<file path="src/rtl/key_event_ctrl.sv">
// key_event_ctrl: turns debounced key transitions into a stream of key events.
//
// Each key runs a small press/long-press FSM. Generated events land in a
// one-entry pending register per key; a round-robin arbiter moves at most one
// pending event per cycle into a show-ahead FIFO read by the consumer.
//
// Ports
//   Clk        in   system clock, rising edge
//   Rst_n      in   asynchronous active-low reset
//   key_flag   in   [NKEY]  one-cycle pulse per debounced transition
//   key_state  in   [NKEY]  debounced level, 0 = pressed, 1 = released
//   evt_valid  out  FIFO head holds an event
//   evt_ready  in   consumer takes the head when evt_valid && evt_ready
//   evt_key    out  [clog2(NKEY)] key index of head event (0 when empty)
//   evt_type   out  [2] 00 PRESS, 01 SHORT_REL, 10 LONG_REL, 11 HOLD (0 when empty)
//   overflow   out  sticky, an event was dropped; cleared only by reset

// Per-key FSM: IDLE -> PRESSED -> (LONG) -> IDLE, one event per transition.
module key_event_fsm #(
    parameter int LONG_CNT = 25_000_000
) (
    input  logic       Clk,
    input  logic       Rst_n,
    input  logic       flag_i,
    input  logic       level_i,
    output logic       evt_vld_o,
    output logic [1:0] evt_type_o
);
    localparam int             TW   = $clog2(LONG_CNT);
    localparam logic [TW-1:0]  TMAX = TW'(LONG_CNT - 1);

    localparam logic [1:0] EV_PRESS = 2'b00;
    localparam logic [1:0] EV_SREL  = 2'b01;
    localparam logic [1:0] EV_LREL  = 2'b10;
    localparam logic [1:0] EV_HOLD  = 2'b11;

    typedef enum logic [1:0] {S_IDLE, S_PRESSED, S_LONG} state_t;

    state_t          state_q, state_d;
    logic [TW-1:0]   tmr_q, tmr_d;

    always_ff @(posedge Clk or negedge Rst_n) begin
        if (!Rst_n) begin
            state_q <= S_IDLE;
            tmr_q   <= '0;
        end else begin
            state_q <= state_d;
            tmr_q   <= tmr_d;
        end
    end

    always_comb begin
        state_d    = state_q;
        tmr_d      = tmr_q;
        evt_vld_o  = 1'b0;
        evt_type_o = EV_PRESS;
        case (state_q)
            S_IDLE: begin
                if (flag_i && !level_i) begin
                    state_d   = S_PRESSED;
                    tmr_d     = '0;
                    evt_vld_o = 1'b1;
                end
            end
            S_PRESSED: begin
                // A release in the same cycle the timer expires wins: the key
                // was never held for the full long-press time.
                if (flag_i && level_i) begin
                    state_d    = S_IDLE;
                    evt_vld_o  = 1'b1;
                    evt_type_o = EV_SREL;
                end else if (tmr_q == TMAX) begin
                    state_d    = S_LONG;
                    evt_vld_o  = 1'b1;
                    evt_type_o = EV_HOLD;
                end else begin
                    tmr_d = tmr_q + 1'b1;
                end
            end
            S_LONG: begin
                // Timer stays parked at TMAX here, so it can never wrap.
                if (flag_i && level_i) begin
                    state_d    = S_IDLE;
                    evt_vld_o  = 1'b1;
                    evt_type_o = EV_LREL;
                end
            end
            default: state_d = S_IDLE;
        endcase
    end
endmodule

module key_event_ctrl #(
    parameter int NKEY     = 4,
    parameter int LONG_CNT = 25_000_000,
    parameter int DEPTH    = 4
) (
    input  logic                    Clk,
    input  logic                    Rst_n,
    input  logic [NKEY-1:0]         key_flag,
    input  logic [NKEY-1:0]         key_state,
    output logic                    evt_valid,
    input  logic                    evt_ready,
    output logic [$clog2(NKEY)-1:0] evt_key,
    output logic [1:0]              evt_type,
    output logic                    overflow
);
    localparam int KW = $clog2(NKEY);
    localparam int AW = $clog2(DEPTH);

    typedef struct packed {
        logic [KW-1:0] key;
        logic [1:0]    typ;
    } evt_t;

    logic [NKEY-1:0]       evt_vld;
    logic [NKEY-1:0][1:0]  evt_type_w;

    logic [NKEY-1:0]       pend_vld_q, pend_vld_d;
    logic [NKEY-1:0][1:0]  pend_type_q, pend_type_d;
    logic [KW-1:0]         ptr_q, ptr_d;
    logic                  ovf_q, ovf_d;

    evt_t [DEPTH-1:0]      mem_q;
    logic [AW:0]           wr_q, rd_q;
    logic                  empty, full, pop;
    logic                  gnt_vld;
    logic [KW-1:0]         gnt_idx;
    evt_t                  head;

    key_event_fsm #(.LONG_CNT(LONG_CNT)) u_fsm [NKEY-1:0] (
        .Clk        (Clk),
        .Rst_n      (Rst_n),
        .flag_i     (key_flag),
        .level_i    (key_state),
        .evt_vld_o  (evt_vld),
        .evt_type_o (evt_type_w)
    );

    function automatic logic [KW-1:0] rr_idx(input logic [KW-1:0] base, input int off);
        return KW'((int'(base) + off) % NKEY);
    endfunction

    // Pointers carry one extra wrap bit so full and empty are distinguishable.
    assign empty = (wr_q == rd_q);
    assign full  = (wr_q[AW] != rd_q[AW]) && (wr_q[AW-1:0] == rd_q[AW-1:0]);
    assign pop   = !empty && evt_ready;

    // Round-robin search starting at ptr_q. A pop this cycle frees a slot even
    // when full, so the grant may proceed.
    always_comb begin
        gnt_vld = 1'b0;
        gnt_idx = '0;
        if (!full || pop) begin
            for (int off = 0; off < NKEY; off++) begin
                if (!gnt_vld && pend_vld_q[rr_idx(ptr_q, off)]) begin
                    gnt_vld = 1'b1;
                    gnt_idx = rr_idx(ptr_q, off);
                end
            end
        end
    end

    // Grant clears first, so a slot drained this cycle can take a new event.
    always_comb begin
        pend_vld_d  = pend_vld_q;
        pend_type_d = pend_type_q;
        ovf_d       = ovf_q;
        if (gnt_vld) pend_vld_d[gnt_idx] = 1'b0;
        for (int k = 0; k < NKEY; k++) begin
            if (evt_vld[k]) begin
                if (pend_vld_d[k]) begin
                    ovf_d = 1'b1;
                end else begin
                    pend_vld_d[k]  = 1'b1;
                    pend_type_d[k] = evt_type_w[k];
                end
            end
        end
        ptr_d = gnt_vld ? rr_idx(gnt_idx, 1) : ptr_q;
    end

    always_ff @(posedge Clk or negedge Rst_n) begin
        if (!Rst_n) begin
            pend_vld_q  <= '0;
            pend_type_q <= '0;
            ptr_q       <= '0;
            ovf_q       <= 1'b0;
            mem_q       <= '0;
            wr_q        <= '0;
            rd_q        <= '0;
        end else begin
            pend_vld_q  <= pend_vld_d;
            pend_type_q <= pend_type_d;
            ptr_q       <= ptr_d;
            ovf_q       <= ovf_d;
            // On full+pop the write reuses the slot being read out this edge.
            if (gnt_vld) begin
                mem_q[wr_q[AW-1:0]] <= {gnt_idx, pend_type_q[gnt_idx]};
                wr_q                <= wr_q + 1'b1;
            end
            if (pop) rd_q <= rd_q + 1'b1;
        end
    end

    assign head      = mem_q[rd_q[AW-1:0]];
    assign evt_valid = !empty;
    assign evt_key   = empty ? '0 : head.key;
    assign evt_type  = empty ? '0 : head.typ;
    assign overflow  = ovf_q;
endmodule
</file>
<file path="config.mk">
export PLATFORM = sky130hd
export DESIGN_NAME = key_event_ctrl
export DESIGN_NICKNAME = d
export VERILOG_FILES = /design/src/rtl/key_event_ctrl.sv
export SDC_FILE = /design/constraint.sdc
export NUM_CORES = 1
export LEC_CHECK = 0
export CAP_MARGIN = 20
export CORE_MARGIN = 8
export CORE_UTILIZATION = 38
export DETAILED_ROUTE_END_ITERATION = 8
export DONT_BUFFER_PORTS = 1
export PLACE_DENSITY = 0.55
export SKIP_CTS_REPAIR_TIMING = 1
export SLEW_MARGIN = 20
export SYNTH_ARGS = -nofsm -noshare
export SYNTH_HDL_FRONTEND = slang
export SYNTH_SLANG_ARGS = --single-unit
</file>
<file path="constraint.sdc">
create_clock -name Clk -period 3.8 [get_ports Clk]
set_clock_uncertainty 0.1 [all_clocks]
set_input_delay 0.76 -clock Clk [delete_from_list [all_inputs] [get_ports Clk]]
set_output_delay 0.76 -clock Clk [all_outputs]
set_load 0.03 [all_outputs]
</file>
Word-level counts from Yosys, hierarchy flattened. Cells that the tools add are included. Widths: inputs -> output; s select.

Bits in registers: 145. Input port bits: 11. Output and inout bits: 6. Word-level logic and storage cells: 247.

Add/sub/neg operators: 10. Magnitude comparators: 9. Equality and inequality tests: 35. Mux-type cells: 117. Bitwise logic cells: 6. Reduce and logical (&&, ||, !) cells: 45.

Operators by type and width (number): $mux 25 (12); $pmux 25 s2 (4); $add 25x1->25 const B (4); $eq 25x25->1 const B (4); $mux 2 (36); $mux 1 (41); $pmux 2 s3 (4); $lt 2x3->1 const B (7); $bwmux 16 (1); $ne 2x1->1 const B (8); $ne 2x2->1 const B (8); $pmux 2 s2 (4); $reduce_and 4->1 (4); $logic_and 1x1->1 (15); $mux 4 (3); $ne 3x1->1 const B (4); $pmux 1 s3 (4); $reduce_and 3->1 (4); $logic_not 1->1 (9); $bmux 1 s2 (4); $bmux 4 s2 (1); $demux 4 s2 (1); $eq 2x1->1 const B (4); $eq 2x2->1 const B (4); 16 further kinds (32).

Logic depth before layout (Yosys ltp).
Depth after elaboration: 32. Gate-level depth with buffers: 12. Gate-level depth less buffers: 11.

Modules after synthesis. From an unflattened synthesis, not the netlist that was laid out.

Cell total of the unflattened synthesis: 1010. Area total of the unflattened synthesis: 9167.5 um^2.

Modules (own cells, without submodules): key_event_fsm at u_fsm[0] ... (instances 2, cells an instance 217, area each 1798.0 um^2, sequential area each 675.6 um^2); key_event_ctrl (instances 1, cells an instance 161, area each 1919.3 um^2, sequential area each 925.9 um^2); key_event_fsm at u_fsm[1] (instances 1, cells an instance 211, area each 1834.3 um^2, sequential area each 675.6 um^2); key_event_fsm at u_fsm[3] (instances 1, cells an instance 204, area each 1818.0 um^2, sequential area each 675.6 um^2).

Worst setup path after synthesis. No wires, ideal clock.

Path type: input-to-reg. Start: input evt_ready. End: register ovf_q, in the netlist overflow. Data arrival time: 2.598 ns. Required time: 3.569 ns. Slack: 0.971 ns. Cell stages on the path: 9. Cells stage by stage: nor4_2 > a21oi_2 > and2_2 > inv_2 > ha_1 > inv_1 > o21ai_0 > o22ai_1 > or3_1.

Cells in the longest elaborated chain, start to end: 18. Elaborated cells between the ends (all ways): 20. Those cells by class: order compare (2); mux (13); bitwise (2); reduce/logical (3).

Ends and longest elaborated chain: start, declared (line 103) `input logic evt_ready,`; $logic_and 1x1->1 * (line 147) `assign pop = !empty && evt_ready;`; $logic_or 1x1->1 * (line 154) `if (!full || pop) begin`; $mux 2 * (line 154); via gnt_idx[0] (line 128) `logic [KW-1:0] gnt_idx;`; $lt 2x3->1 (not written as such) / $ge 2x1->1 (equally long branches) (line 169) `if (gnt_vld) pend_vld_d[gnt_idx] = 1'b0;`; $logic_and 1x1->1 (not written as such) (line 169); $mux 1 (not written as such) (line 169); $demux 1 s2 * (line 169); (+4 left out); $mux 1 (line 171) `if (evt_vld[k]) begin`; $mux 1 (line 172) `if (pend_vld_d[k]) begin`; $mux 1 (line 171); $mux 1 (line 172); $mux 1 (line 171); $mux 1 (line 172); $mux 1 * (line 171); via ovf_d (line 122) `logic ovf_q, ovf_d;`; end signal, assigned (line 196) `ovf_q <= ovf_d;`; end, declared (line 122).

The timed path passes the listed nets; every way through them passes the cells marked *. A chain may end at the register's enable or synchronous reset.

Worst setup path after layout.
Start: register rd_q[0]. End: register ovf_q, in the netlist overflow.

Cells in the longest elaborated chain, start to end: 20. Elaborated cells between the ends (all ways): 25. Those cells by class: order compare (2); eq/ne (2); mux (13); bitwise (2); reduce/logical (6).

Ends and longest elaborated chain: start, declared (line 125) `logic [AW:0] wr_q, rd_q;`; start signal, assigned (line 202) `if (pop) rd_q <= rd_q + 1'b1;`; $eq 3x3->1 / $eq 2x2->1 (equally long branches) (line 145, 146); $logic_not 1->1 / $logic_and 1x1->1 (equally long branches) (line 147, 146); $logic_and 1x1->1 / $logic_not 1->1 (equally long branches) (line 147, 154); $logic_or 1x1->1 * (line 154); $mux 2 * (line 154); via gnt_idx[0] (line 128); $lt 2x3->1 (not written as such) / $ge 2x1->1 (equally long branches) (line 169); $logic_and 1x1->1 (not written as such) (line 169); (+6 left out); $mux 1 (line 171); $mux 1 (line 172); $mux 1 (line 171); $mux 1 (line 172); $mux 1 (line 171); $mux 1 (line 172); $mux 1 * (line 171); via ovf_d (line 122).

Marked as above.

==> impl_metrics.toml <==
[synthesis]
synth-seq-cells = 145
synth_cell_type_count = 72
synthesis.area_mm2 = 0.00829
synth_cells = 862
yosys_warnings = 0
synth_nets = 902
ys.flop_type = "dfrtp_1"
yosysSeqAreaShare = 0.438
syn_area_per_cell_um2 = 9.62
synth-edff-count = 0
async_flop_share = 1.00

[route]
wl_mm = 16.4
vias = 6053
drt_pre_antenna_iters = 4
drt_drc_violations_left = 0
ant_nets = 0
wl_per_cell_um = 14.3
drt-initial-drc-count = 279
via_per_inst = 5.27

[clocking]
path_clk_slew_ns = 0.06
cts_tree = "built"
numCtsBuffers = 17
clock_sinks = 145
h-tree-depth = 4
root_buffer = "clkbuf_16"
clk_path_buf_depth = 2
insertion_delay_ns = 0.42

[power]
power_density_mw_per_mm2 = 629
switching_share = 0.346
pwr-share-seq = 0.361
intPower_mw = 3.80
power_frac_clock = 0.317
pwr-share-comb = 0.322
p_leak_nw = 4.00
peakVddDrop_uv = 296
p_sw_mw = 2.01

[final_layout]
diodes = 0
multiInputGateArea_mm2 = 0.00440
fillers = 2097
final_cell_mix = "dfrtp_1 (145), nor2_1 (106), nand2_1 (69)"
final_common_cell = "dfrtp_1"
seqCellArea_mm2 = 0.00363
nets = 898
syn_to_final_growth_pct = 11.4
final_layout_size_suffix_gt1_frac = 0.106

[global_route]
antenna_found_initial = 0
grt_use_total = 0.130
grt_pass1_vias = 5961
grt_pass1_wl_mm = 28.8
gr-total-overflow = 0
grt_start_max_net_pins = 146

[sta]
finalHoldViolations = 76
drv_slew = 0
period_share = 0.833
setup_ws_ns = 0.633
worst_pin_slew_ns = 0.972
period_needed_ns = 3.17
rsz0062_at_grt = "false"
whs_ns = -0.0579
max_freq_mhz = 316
max_slew_margin = 0.351
setup_tns_ns = 0
finalSetupViolations = 0

[floorplanning]
rows = 54
core-area_mm2 = 0.0216
dieArea_mm2 = 0.0268
die_width_um = 164
boundaryPins = 17
start_util = 0.383
fp.dieH_um = 164

[placement]
dp_hpwl_mm = 11.0
dp_slack_ns = 0.633
port_buffers = 0
finalWeightedCongestion = 0.771

[outcome]
status = "finished, violations left"
violations = "hold timing"

[critical_path]
slowest_delay_ns = 0.66
r2r-start = "rd_q[0]"
path_cells = "xor2_1, nor4_2, a21oi_2, and2_2, inv_2, ha_1, inv_1, o21ai_0, o22ai_1, or3_1"
arrival_ns = 3.36
critPathLaunchType = "flop"
endpoint_kind = "flop"
cp_top_family = "simple AND/OR/NAND/NOR gates"
path_buf_inv = 2
critPathRequiredTime_ns = 3.99
critical_path.slowest_cell = "nor4_2"
critPathKind = "reg2reg"
worst-r2r-setup-slack_ns = 0.63
worstPathMaxFanout = 7
rr_endpoint = "overflow"
ff2ff_path_depth = 10

[min_path]
hold_class = "in2async"

[run]
cap_violations = 0
[kinds of logic (layout without fill, tap and decap cells)]
| logic type | count (synthesis) | in the layout | synth area share |
|---|---|---|---|
| xor gates and xnor gates | 78 | 78 | 0.0824 |
| muxes | 39 | 39 | 0.0610 |
| AOI/OAI and AO/OA | 131 | 131 | 0.109 |
| buffers and inverters | 72 | 79 | 0.0353 |
| adders and majority gates | 29 | 29 | 0.0438 |
| and+or+nand+nor | 368 | 368 | 0.231 |
| DFF | 145 | 145 | 0.438 |
[layer usage]
metal / part of all wire / track usage / vias to the layer above
met5: 0 / 0 / -
met4: 0.0099 / 0.0376 / 0
met3: 0.029 / 0.0283 / 13
met2: 0.46 / 0.212 / 66
met1: 0.50 / 0.171 / 2925
li1: - / - / 3049
[worst max-delay path by stage]
stage,slack (ns),from,endpoint,depth (start not counted)
3_3_place_gp,0.66,evt_ready,overflow,9
4_1_cts,0.63,rd_q[0],overflow,10
2_1_floorplan,0.97,evt_ready,overflow,9
3_5_place_dp,0.63,evt_ready,overflow,9
5_1_grt,0.38,rd_q[0],overflow,10
6_report,0.63,rd_q[0],overflow,10
[Yosys cell counts, types with 5 or more instances]
cell | instances | area, µm²
dfrtp_1 | 145 | 3630
nor2_1 | 106 | 398
nand2_1 | 69 | 259
xnor2_1 | 53 | 464
nand3_1 | 43 | 215
inv_1 | 40 | 150
o21ai_0 | 33 | 165
a21oi_1 | 31 | 155
ha_1 | 29 | 363
xor2_1 | 25 | 219
mux2_2 | 24 | 270
nand4_1 | 23 | 144
and3_1 | 20 | 125
or3_1 | 19 | 119
a211oi_1 | 18 | 135
clkbuf_1 | 18 | 67.6
and2_1 | 16 | 100
and4_1 | 10 | 87.6
buf_2 | 9 | 45.0
nor3_1 | 9 | 45.0
a2111oi_0 | 8 | 70.1
a22o_1 | 7 | 61.3
and3b_1 | 6 | 52.6
mux2i_1 | 6 | 60.1
mux4_2 | 6 | 135
nor2b_1 | 6 | 37.5
nand2b_1 | 5 | 31.3
nor4_1 | 5 | 31.3
or4_1 | 5 | 37.5
[power groups by stage]
stage                     sequential (mW)  combinational [mW]  clock [mW]
after CTS                            2.10                1.89        1.88
final                                2.10                1.87        1.84
after detailed placement             2.12                1.88           0
after floorplan                      2.03                1.56           0
after global placement               2.12                1.87           0
after global routing                 2.14                2.11        1.94
[final cells by class]
type / count / share of cell area
timing repair buffer: 7 / 0.00569
inverter: 42 / 0.0171
multi-input combinational: 645 / 0.477
tap: 280 / 0.0379
clock buffer: 20 / 0.0495
sequential: 145 / 0.393
clock inverter: 10 / 0.0199
[metrics by stage]
| step | hold WS [ns] | cell area [µm²] | power (mW) | util | std cells |
|---|---|---|---|---|---|
| CTS | -0.0800 | 9230 | 5.87 | 0.427 | 1149 |
| floorplan | 0.344 | 8290 | 3.59 | - | 862 |
| global placement | 0.373 | 8590 | 3.99 | 0.397 | 1119 |
| detailed placement | 0.371 | 8590 | 4.00 | 0.397 | 1119 |
| finish | -0.0579 | 9230 | 5.81 | 0.427 | 1149 |
| global route | -0.0843 | 9230 | 6.19 | 0.427 | 1149 |
[sequential cells by signal (all words and copies together), names as in the netlist]
signal	cells
rd_q	3
pend_vld_q	4
pend_type_q	8
overflow	1
u_fsm.state_q	8
mem_q	16
u_fsm.tmr_q	100
wr_q	3
ptr_q	2
Note: power is estimated with default switching activity, not from simulation.
